--- config.mk ---
export PLATFORM = sky130hd
export DESIGN_NAME = shift_sched_flat
export DESIGN_NICKNAME = d
export VERILOG_FILES = /design/src/rtl/shift_sched_if.sv /design/src/rtl/shift_sched.sv /design/src/flat_wrapper.sv
export SDC_FILE = /design/constraint.sdc
export NUM_CORES = 1
export LEC_CHECK = 0
export ABC_AREA = 1
export BUFFER_PORTS_ARGS = -buffer_cell sky130_fd_sc_hd__buf_2
export CAP_MARGIN = 15
export CORE_ASPECT_RATIO = 1.5
export CORE_MARGIN = 4
export CORE_UTILIZATION = 53
export CTS_BUF_LIST = sky130_fd_sc_hd__clkbuf_8
export DETAILED_ROUTE_END_ITERATION = 6
export PLACE_DENSITY_LB_ADDON = 0.2
export SYNTH_ARGS = -nofsm -noshare
export SYNTH_HDL_FRONTEND = slang
export SYNTH_SLANG_ARGS = --single-unit
--- constraint.sdc ---
create_clock -name clk -period 1.5 [get_ports clk]
set_input_delay 0 -clock clk [delete_from_list [all_inputs] [get_ports clk]]
set_output_delay 0 -clock clk [all_outputs]
set_load 0.05 [all_outputs]
--- src/rtl/shift_sched_if.sv ---
// shift_sched_if: request side and beat side handshake bundle for shift_sched.
// The slave modport is the scheduler; the master modport is whoever drives
// requests and consumes beats (the slr stage plus its upstream).
interface shift_sched_if #(
  parameter int n     = 8,
  parameter int amt_n = 3,
  parameter int tot_n = 5
);
  logic             in_valid;
  logic             in_ready;
  logic [n-1:0]     in_d;
  logic [tot_n-1:0] in_amt;
  logic             o_valid;
  logic             o_ready;
  logic [n-1:0]     o_d;
  logic [amt_n-1:0] o_amt;
  logic             o_last;
  logic             busy;

  modport slave (
    input  in_valid, in_d, in_amt, o_ready,
    output in_ready, o_valid, o_d, o_amt, o_last, busy
  );

  modport master (
    output in_valid, in_d, in_amt, o_ready,
    input  in_ready, o_valid, o_d, o_amt, o_last, busy
  );
endinterface

--- src/rtl/shift_sched.sv ---
// shift_sched: breaks one logical right shift of up to 2^tot_n-1 bits into
// beats of at most 2^amt_n-1 bits each, for a downstream slr stage. The data
// word is pre-shifted locally after every beat, so the slr stage applied to
// the last beat produces in_d >> in_amt with zero fill.
module shift_sched #(
  parameter int n     = 8,
  parameter int amt_n = 3,
  parameter int tot_n = 5
) (
  input logic            clk,
  input logic            rst,
  shift_sched_if.slave   s
);
  // Largest per-beat shift, in both widths it gets compared/assigned at.
  localparam int               max_i = (1 << amt_n) - 1;
  localparam logic [tot_n-1:0] max_t = tot_n'(max_i);
  localparam logic [amt_n-1:0] max_a = '1;

  typedef enum logic {IDLE, ISSUE} st_t;

  st_t              st;
  logic [n-1:0]     cur;   // data as it stands before the current beat
  logic [tot_n-1:0] rem;   // shift still owed, including the current beat

  logic             issue;
  logic             fits;
  logic [amt_n-1:0] beat_amt;

  // Current beat size: whatever is left, capped at the per-beat maximum.
  // Using <= means an exact multiple ends on a full beat, never a 0-beat.
  always_comb begin
    issue    = (st == ISSUE);
    fits     = (rem <= max_t);
    beat_amt = fits ? rem[amt_n-1:0] : max_a;
  end

  // Beat outputs come straight off the registers and are zero outside ISSUE,
  // so they stay stable under backpressure and clear with the reset.
  assign s.in_ready = ~issue;
  assign s.busy     = issue;
  assign s.o_valid  = issue;
  assign s.o_d      = issue ? cur : '0;
  assign s.o_amt    = issue ? beat_amt : '0;
  assign s.o_last   = issue & fits;

  // Sequencer: load in IDLE, step cur/rem on every accepted beat, and return
  // to IDLE on the last one (the next cycle is the idle bubble).
  always_ff @(posedge clk or negedge rst) begin
    if (!rst) begin
      st  <= IDLE;
      cur <= '0;
      rem <= '0;
    end else begin
      case (st)
        IDLE: begin
          if (s.in_valid) begin
            cur <= s.in_d;
            rem <= s.in_amt;
            st  <= ISSUE;
          end
        end
        ISSUE: begin
          if (s.o_ready) begin
            cur <= cur >> beat_amt;
            rem <= rem - tot_n'(beat_amt);
            if (fits) st <= IDLE;
          end
        end
        default: st <= IDLE;
      endcase
    end
  end
endmodule

--- src/flat_wrapper.sv ---
// flat-port wrapper written by rule: the top's interface ports become plain ports
module shift_sched_flat 
#(
  parameter int n     = 8,
  parameter int amt_n = 3,
  parameter int tot_n = 5
)
  (clk, rst, s_in_valid, s_in_d, s_in_amt, s_o_ready, s_in_ready, s_o_valid, s_o_d, s_o_amt, s_o_last, s_busy);
  shift_sched_if #(.n(n), .amt_n(amt_n), .tot_n(tot_n)) s_i ();
  input logic clk;
  input logic rst;
  input wire logic [$bits(s_i.in_valid)-1:0] s_in_valid;
  input wire logic [$bits(s_i.in_d)-1:0] s_in_d;
  input wire logic [$bits(s_i.in_amt)-1:0] s_in_amt;
  input wire logic [$bits(s_i.o_ready)-1:0] s_o_ready;
  output wire logic [$bits(s_i.in_ready)-1:0] s_in_ready;
  output wire logic [$bits(s_i.o_valid)-1:0] s_o_valid;
  output wire logic [$bits(s_i.o_d)-1:0] s_o_d;
  output wire logic [$bits(s_i.o_amt)-1:0] s_o_amt;
  output wire logic [$bits(s_i.o_last)-1:0] s_o_last;
  output wire logic [$bits(s_i.busy)-1:0] s_busy;
  assign s_i.in_valid = s_in_valid;
  assign s_i.in_d = s_in_d;
  assign s_i.in_amt = s_in_amt;
  assign s_i.o_ready = s_o_ready;
  assign s_in_ready = s_i.in_ready;
  assign s_o_valid = s_i.o_valid;
  assign s_o_d = s_i.o_d;
  assign s_o_amt = s_i.o_amt;
  assign s_o_last = s_i.o_last;
  assign s_busy = s_i.busy;
  shift_sched #(.n(n), .amt_n(amt_n), .tot_n(tot_n)) u_core (.clk(clk), .rst(rst), .s(s_i));
endmodule
==> results of run 1 <==
## worst max path at each step
| stage | to | from | cells past startpoint | slack, ps |
|---|---|---|---|---|
| after floorplan | u_core.rem[2] | u_core.s.busy | 7 | 80 |
| after global placement | u_core.rem[2] | u_core.rem[3] | 7 | 100 |
| after detailed placement | u_core.rem[2] | u_core.rem[3] | 7 | 50 |
| after CTS | u_core.rem[2] | u_core.rem[3] | 7 | 40 |
| after global routing | u_core.rem[2] | u_core.rem[3] | 7 | -30 |
| final | u_core.rem[2] | u_core.rem[3] | 7 | 50 |
## registers in the layout, indices dropped and copies added, names as in the netlist
name           count
u_core.cur         8
u_core.s.busy      1
u_core.rem         5
## tightest hold or removal path: cells and delay by family
kind                   cells  cell delay (ps)
and+or+nand+nor            1               50
AOI/OAI and AO/OA          1               70
buffers and inverters      1               90
## what timing repair did
| item | in CTS | in global routing |
|---|---|---|
| setup buffers | 0 | 0 |
| endpoints found under the hold margin | 15 | 0 |
| gates resized for setup | 0 | 5 |
| hold buffers | 2 | 0 |
| endpoints found under the setup margin | 0 | 6 |
## metal layers
metal | track usage | share of wire
met3 | 0.0306 | 0.066
met5 | 0 | 0
met2 | 0.414 | 0.53
met1 | 0.270 | 0.39
met4 | 0.0605 | 0.015
## logic make-up (layout without fill, tap and decap cells)
kind of cell / after synthesis / after routing / share of synthesized area
AND/OR/NAND/NOR: 101 / 101 / 0.400
buffers and inverters: 33 / 68 / 0.141
AO/OA/AOI/OAI: 25 / 25 / 0.139
flip-flops: 14 / 14 / 0.309
adder cells (fa/ha/maj): 1 / 1 / 0.0110
## cell type report
cell class	instances	area [µm²]
clock buffer	3	41.3
clock inverter	1	3.75
fill	190	621
inverter	26	103
multi-input combinational	127	651
sequential	14	352
tap	22	27.5
timing repair buffer	38	229
## layout by cell type, fill, tap and decap left out, types with 3 or more instances in the layout
cell type and instances:
dfrtp_1 13, clkbuf_8 3, nand3_1 20, o21ai_1 5
nor2_1 23, buf_2 31, inv_2 6, buf_4 3
nand2_1 44, a21oi_1 11, nor2_4 3, inv_1 18
nand2_2 3
## cell usage after synthesis, drive strengths merged
cell / n / area, µm²
nand3: 23 / 138
o21a: 1 / 7.51
a31oi: 1 / 6.26
inv: 25 / 98.8
buf: 7 / 57.5
or2: 2 / 12.5
ha: 1 / 12.5
dfrtp: 14 / 350
o22ai: 1 / 6.26
nand4: 1 / 6.26
o21ai: 7 / 46.3
nor2: 27 / 106
nand2: 48 / 190
a21oi: 12 / 63.8
clkinv: 1 / 3.75
a22oi: 3 / 27.5
## stage by stage
stage | cells | setup slack (ps) | util
after floorplan | 174 | 77.2 | -
after global placement | 225 | 97.5 | 0.654
after detailed placement | 225 | 49.7 | 0.654
after CTS | 231 | 35.1 | 0.686
after global routing | 231 | -30.3 | 0.694
final | 231 | 49.6 | 0.694
==> flow_summary.json, run 1 <==
{
  "vias": 1237,
  "start_util": 0.559,
  "coreArea_um2": 2030,
  "clockRootBuffer": "clkbuf_8",
  "setup-tns-final_ps": 0,
  "worst-path-buf-inv": 1,
  "cts_sinks": 14,
  "cp_max_fo": 4,
  "endpoint_kind": "flop",
  "required_ps": 1630,
  "r2r_start": "u_core.rem[3]",
  "die_h_um": 64.6,
  "path_clk_slew_ps": 60,
  "antenna_cells": 0,
  "wl_per_cell_um": 13.2,
  "track_usage": 0.229,
  "dp_hpwl_mm": 2.28,
  "chipWidth_um": 45.8,
  "avgSynthCellArea_um2": 6.51,
  "drive_gt1_frac": 0.306,
  "ios": 32,
  "grt_max_degree": 22,
  "fin_nets": 228,
  "hp-class": "in2reg",
  "reg2regPathDepth": 7,
  "setup_viol": 0,
  "min_period_ps": 1450,
  "numCtsBuffers": 3,
  "finalInstanceArea_um2": 1410,
  "hold_depth": 3,
  "synth.ff_latch_count": 14,
  "yosysWarnings": 0,
  "drcViolationCount": 0,
  "ant_nets": 0,
  "syn_area_um2": 1130,
  "r2r-end": "u_core.rem[2]",
  "hold_slack_ps": 9.57,
  "ys_seq_area_frac": 0.309,
  "critical_path_class": "reg2reg",
  "maxSlewHeadroom": 0.770,
  "clock_skew_ps": 2.80,
  "status": "complete, no violations",
  "period_share": 0.967,
  "finalMaxSlewViolations": 0,
  "rsz0062_at_grt": "true",
  "grt_pass1_vias": 1229,
  "drt-initial-drc-count": 67,
  "gp_congestion": 0.911,
  "syn-num-nets": 192,
  "max_freq_ghz": 0.689,
  "regToRegSetupSlack_ps": 50,
  "design.die.area_um2": 2960,
  "antenna_found_initial": 0,
  "max-clock-path-buffers": 2,
  "first_pass_iters": 4,
  "cts_max_level": 1,
  "drv_cap": 0,
  "slowest_delay_ps": 410,
  "clkLatencyLatePin_ps": 250,
  "arrival_ps": 1580,
  "overflow": 0,
  "startpoint_type": "flop",
  "port_buffers": 31,
  "placed_cell_area_um2": 1330,
  "viasPerCell": 5.35,
  "worst_pin_slew_ps": 345,
  "drt_wl_total_mm": 3.05,
  "cts_tree": "yes",
  "grt_pass1_wl_mm": 5.20,
  "syn2layout_area_growth_pct": 24.1,
  "crit_slowest_cell": "dfrtp_1",
  "synthCells": 174,
  "rows": 20,
  "crit_family": "simple AND/OR/NAND/NOR gates",
  "worstPathCellList": "inv_2 > nand2_2 > nand2_1 > ha_2 > or2_1 > a21oi_1 > o22ai_1",
  "synthDistinctLibCells": 31,
  "whs_endpoint": "u_core.rem[1]",
  "min-delay-start": "s_in_amt[1]",
  "hold_violations": 0
}
Power of run 1 is left out: the tool's default activity adds up to more than one toggle a clock period on the data nets, which glitch-free logic cannot reach.
==> inputs of run 2 (changes only) <==
CORE_MARGIN = unset   (was 4)
==> run 2 against run 1 <==
  * Setup slack improved by 22 ps
  * Worst hold slack gained 13 ps
  * Clock skew up 1.5 ps
  * Core utilization is 2.0 points higher
  * Cell count grew 0.87%
  * Non-clock buffer count increased by 2
  * Critical path type unchanged
  * Critical endpoint is now u_core.cur[5]
  * Largest cell class unchanged
  * Highest routed layer unchanged
==> flow_summary.json, run 2 (same netlist as run 1, synthesis figures left out) <==
{
  "clock_skew_ps": 4.31,
  "n_fill_cell": 171,
  "ant_nets": 0,
  "fin_nets": 230,
  "chipWidth_um": 39.8,
  "whs_endpoint": "u_core.rem[1]",
  "largest_reg_flops": 8,
  "hold_depth": 3,
  "grt_pass1_wl_mm": 4.50,
  "layout_commonest_cell": "nand2_1",
  "setup_slack_ps": 71.7,
  "clkLatencyLatePin_ps": 250,
  "min_period_ps": 1430,
  "viasPerCell": 5.52,
  "post-place-ws_ps": 74.4,
  "slowest_delay_ps": 430,
  "worst_pin_slew_ps": 359,
  "period_share": 0.952,
  "antenna_found_initial": 0,
  "max_freq_ghz": 0.700,
  "drv_cap": 0,
  "layoutNonFillerInstCount": 233,
  "min-delay-start": "s_in_amt[1]",
  "start_util": 0.559,
  "wl_per_cell_um": 13.1,
  "startpoint_type": "flop",
  "die_h_um": 58.6,
  "cp_common_cell": "nand2_1",
  "track_usage": 0.276,
  "arrival_ps": 1590,
  "cts_sinks": 14,
  "finalInstanceArea_um2": 1450,
  "hp-class": "in2reg",
  "port_buffers": 31,
  "design.die.area_um2": 2330,
  "reg2regPathDepth": 8,
  "numCtsBuffers": 3,
  "hold_violations": 0,
  "drive_gt1_frac": 0.336,
  "rsz0062_at_grt": "true",
  "rows": 20,
  "dp_hpwl_mm": 2.15,
  "hold_slack_ps": 22.1,
  "cts_max_level": 1,
  "syn2layout_area_growth_pct": 27.6,
  "vias": 1285,
  "required_ps": 1670,
  "final_cell_mix": "nand2_1, buf_2, nor2_1, nand3_1, inv_1",
  "gp_congestion": 0.952,
  "worstPathCellList": "nor2_4 > buf_6 > nand2_4 > inv_2 > nand3_1 > nand2_1 > nand2_1 > a22oi_2",
  "antenna_cells": 0,
  "overflow": 0,
  "clockRootBuffer": "clkbuf_8",
  "ios": 32,
  "crit_slowest_cell": "dfrtp_1",
  "first_pass_iters": 4,
  "setup_viol": 0,
  "place_inst": 225,
  "r2r-end": "u_core.cur[5]",
  "status": "complete, no violations",
  "r2r_start": "u_core.rem[3]",
  "maxSlewHeadroom": 0.760,
  "grt_pass1_vias": 1144,
  "top_register": "u_core.cur",
  "drt_wl_total_mm": 3.05,
  "grt_max_degree": 22,
  "critical_path_class": "reg2reg",
  "cts_tree": "yes",
  "regToRegSetupSlack_ps": 70,
  "drcViolationCount": 0,
  "coreArea_um2": 2030,
  "endpoint_kind": "flop",
  "placed_cell_area_um2": 1330,
  "path_clk_slew_ps": 60,
  "drt-initial-drc-count": 61,
  "cp_max_fo": 8,
  "finalMaxSlewViolations": 0,
  "max-clock-path-buffers": 2
}
## run 2: cell count changes in the layout (fill, tap and decap cells not counted)
| cell | previous run | this run |
|---|---|---|
| a21oi_2 | 1 | 2 |
| a21oi_1 | 11 | 10 |
| nor2_1 | 23 | 22 |
| nand2_4 | 1 | 2 |
| nor2_2 | 1 | 2 |
| buf_6 | 1 | 2 |
| buf_4 | 3 | 4 |
| nand2_2 | 3 | 5 |
| inv_2 | 6 | 5 |
| inv_4 | 2 | 3 |
| nand2_1 | 44 | 41 |
## run 2: what timing repair did
action / CTS / global route
setup buffers: 0 / 2
hold buffers: 2 / 0
hold endpoints to repair: 15 / 0
setup endpoints to repair: 0 / 7
resized for setup: 0 / 13
## run 2: worst max path at each step
stage | endpoint | slack [ps] | cells past startpoint | from
floorplan | u_core.rem[2] | 80 | 7 | u_core.s.busy
global placement | u_core.rem[2] | 90 | 7 | u_core.rem[3]
detailed placement | u_core.rem[2] | 70 | 7 | u_core.rem[3]
CTS | u_core.rem[2] | 60 | 7 | u_core.rem[3]
global route | u_core.rem[2] | -30 | 7 | u_core.rem[3]
finish | u_core.cur[5] | 70 | 8 | u_core.rem[3]
## run 2: metrics by stage
| stage | TNS, ps | utilization |
|---|---|---|
| after detailed placement | 0 | 0.654 |
| after floorplan | 0 | - |
| after CTS | 0 | 0.686 |
| after global routing | -41.8 | 0.714 |
| final | 0 | 0.714 |
| after global placement | 0 | 0.654 |
## run 2: final cells by class
type / count / area (µm²) / area share
clock buffers: 3 / 41.3 / 0.0285
clock inverters: 1 / 3.75 / 0.00260
inverters: 26 / 105 / 0.0727
repair buffers: 40 / 248 / 0.171
multi-input cells: 127 / 669 / 0.463
well taps: 22 / 27.5 / 0.0190
flip-flops and latches: 14 / 352 / 0.243
## run 2: layer usage
| metal | GRT usage | up-vias | routed length, µm |
|---|---|---|---|
| met5 | 0 | - | 0 |
| met2 | 0.494 | 72 | 1560 |
| met1 | 0.304 | 571 | 1180 |
| met4 | 0.133 | 0 | 79 |
| li1 | - | 630 | - |
| met3 | 0.0264 | 12 | 221 |
## run 2: critical path: cells and delay by family (launching register included)
| kind | cells | cell delay (ps) |
|---|---|---|
| DFF | 1 | 430 |
| and+or+nand+nor | 5 | 550 |
| AOI/OAI and AO/OA | 1 | 120 |
| buffers and inverters | 2 | 250 |
Power of run 2 is left out for the same reason.
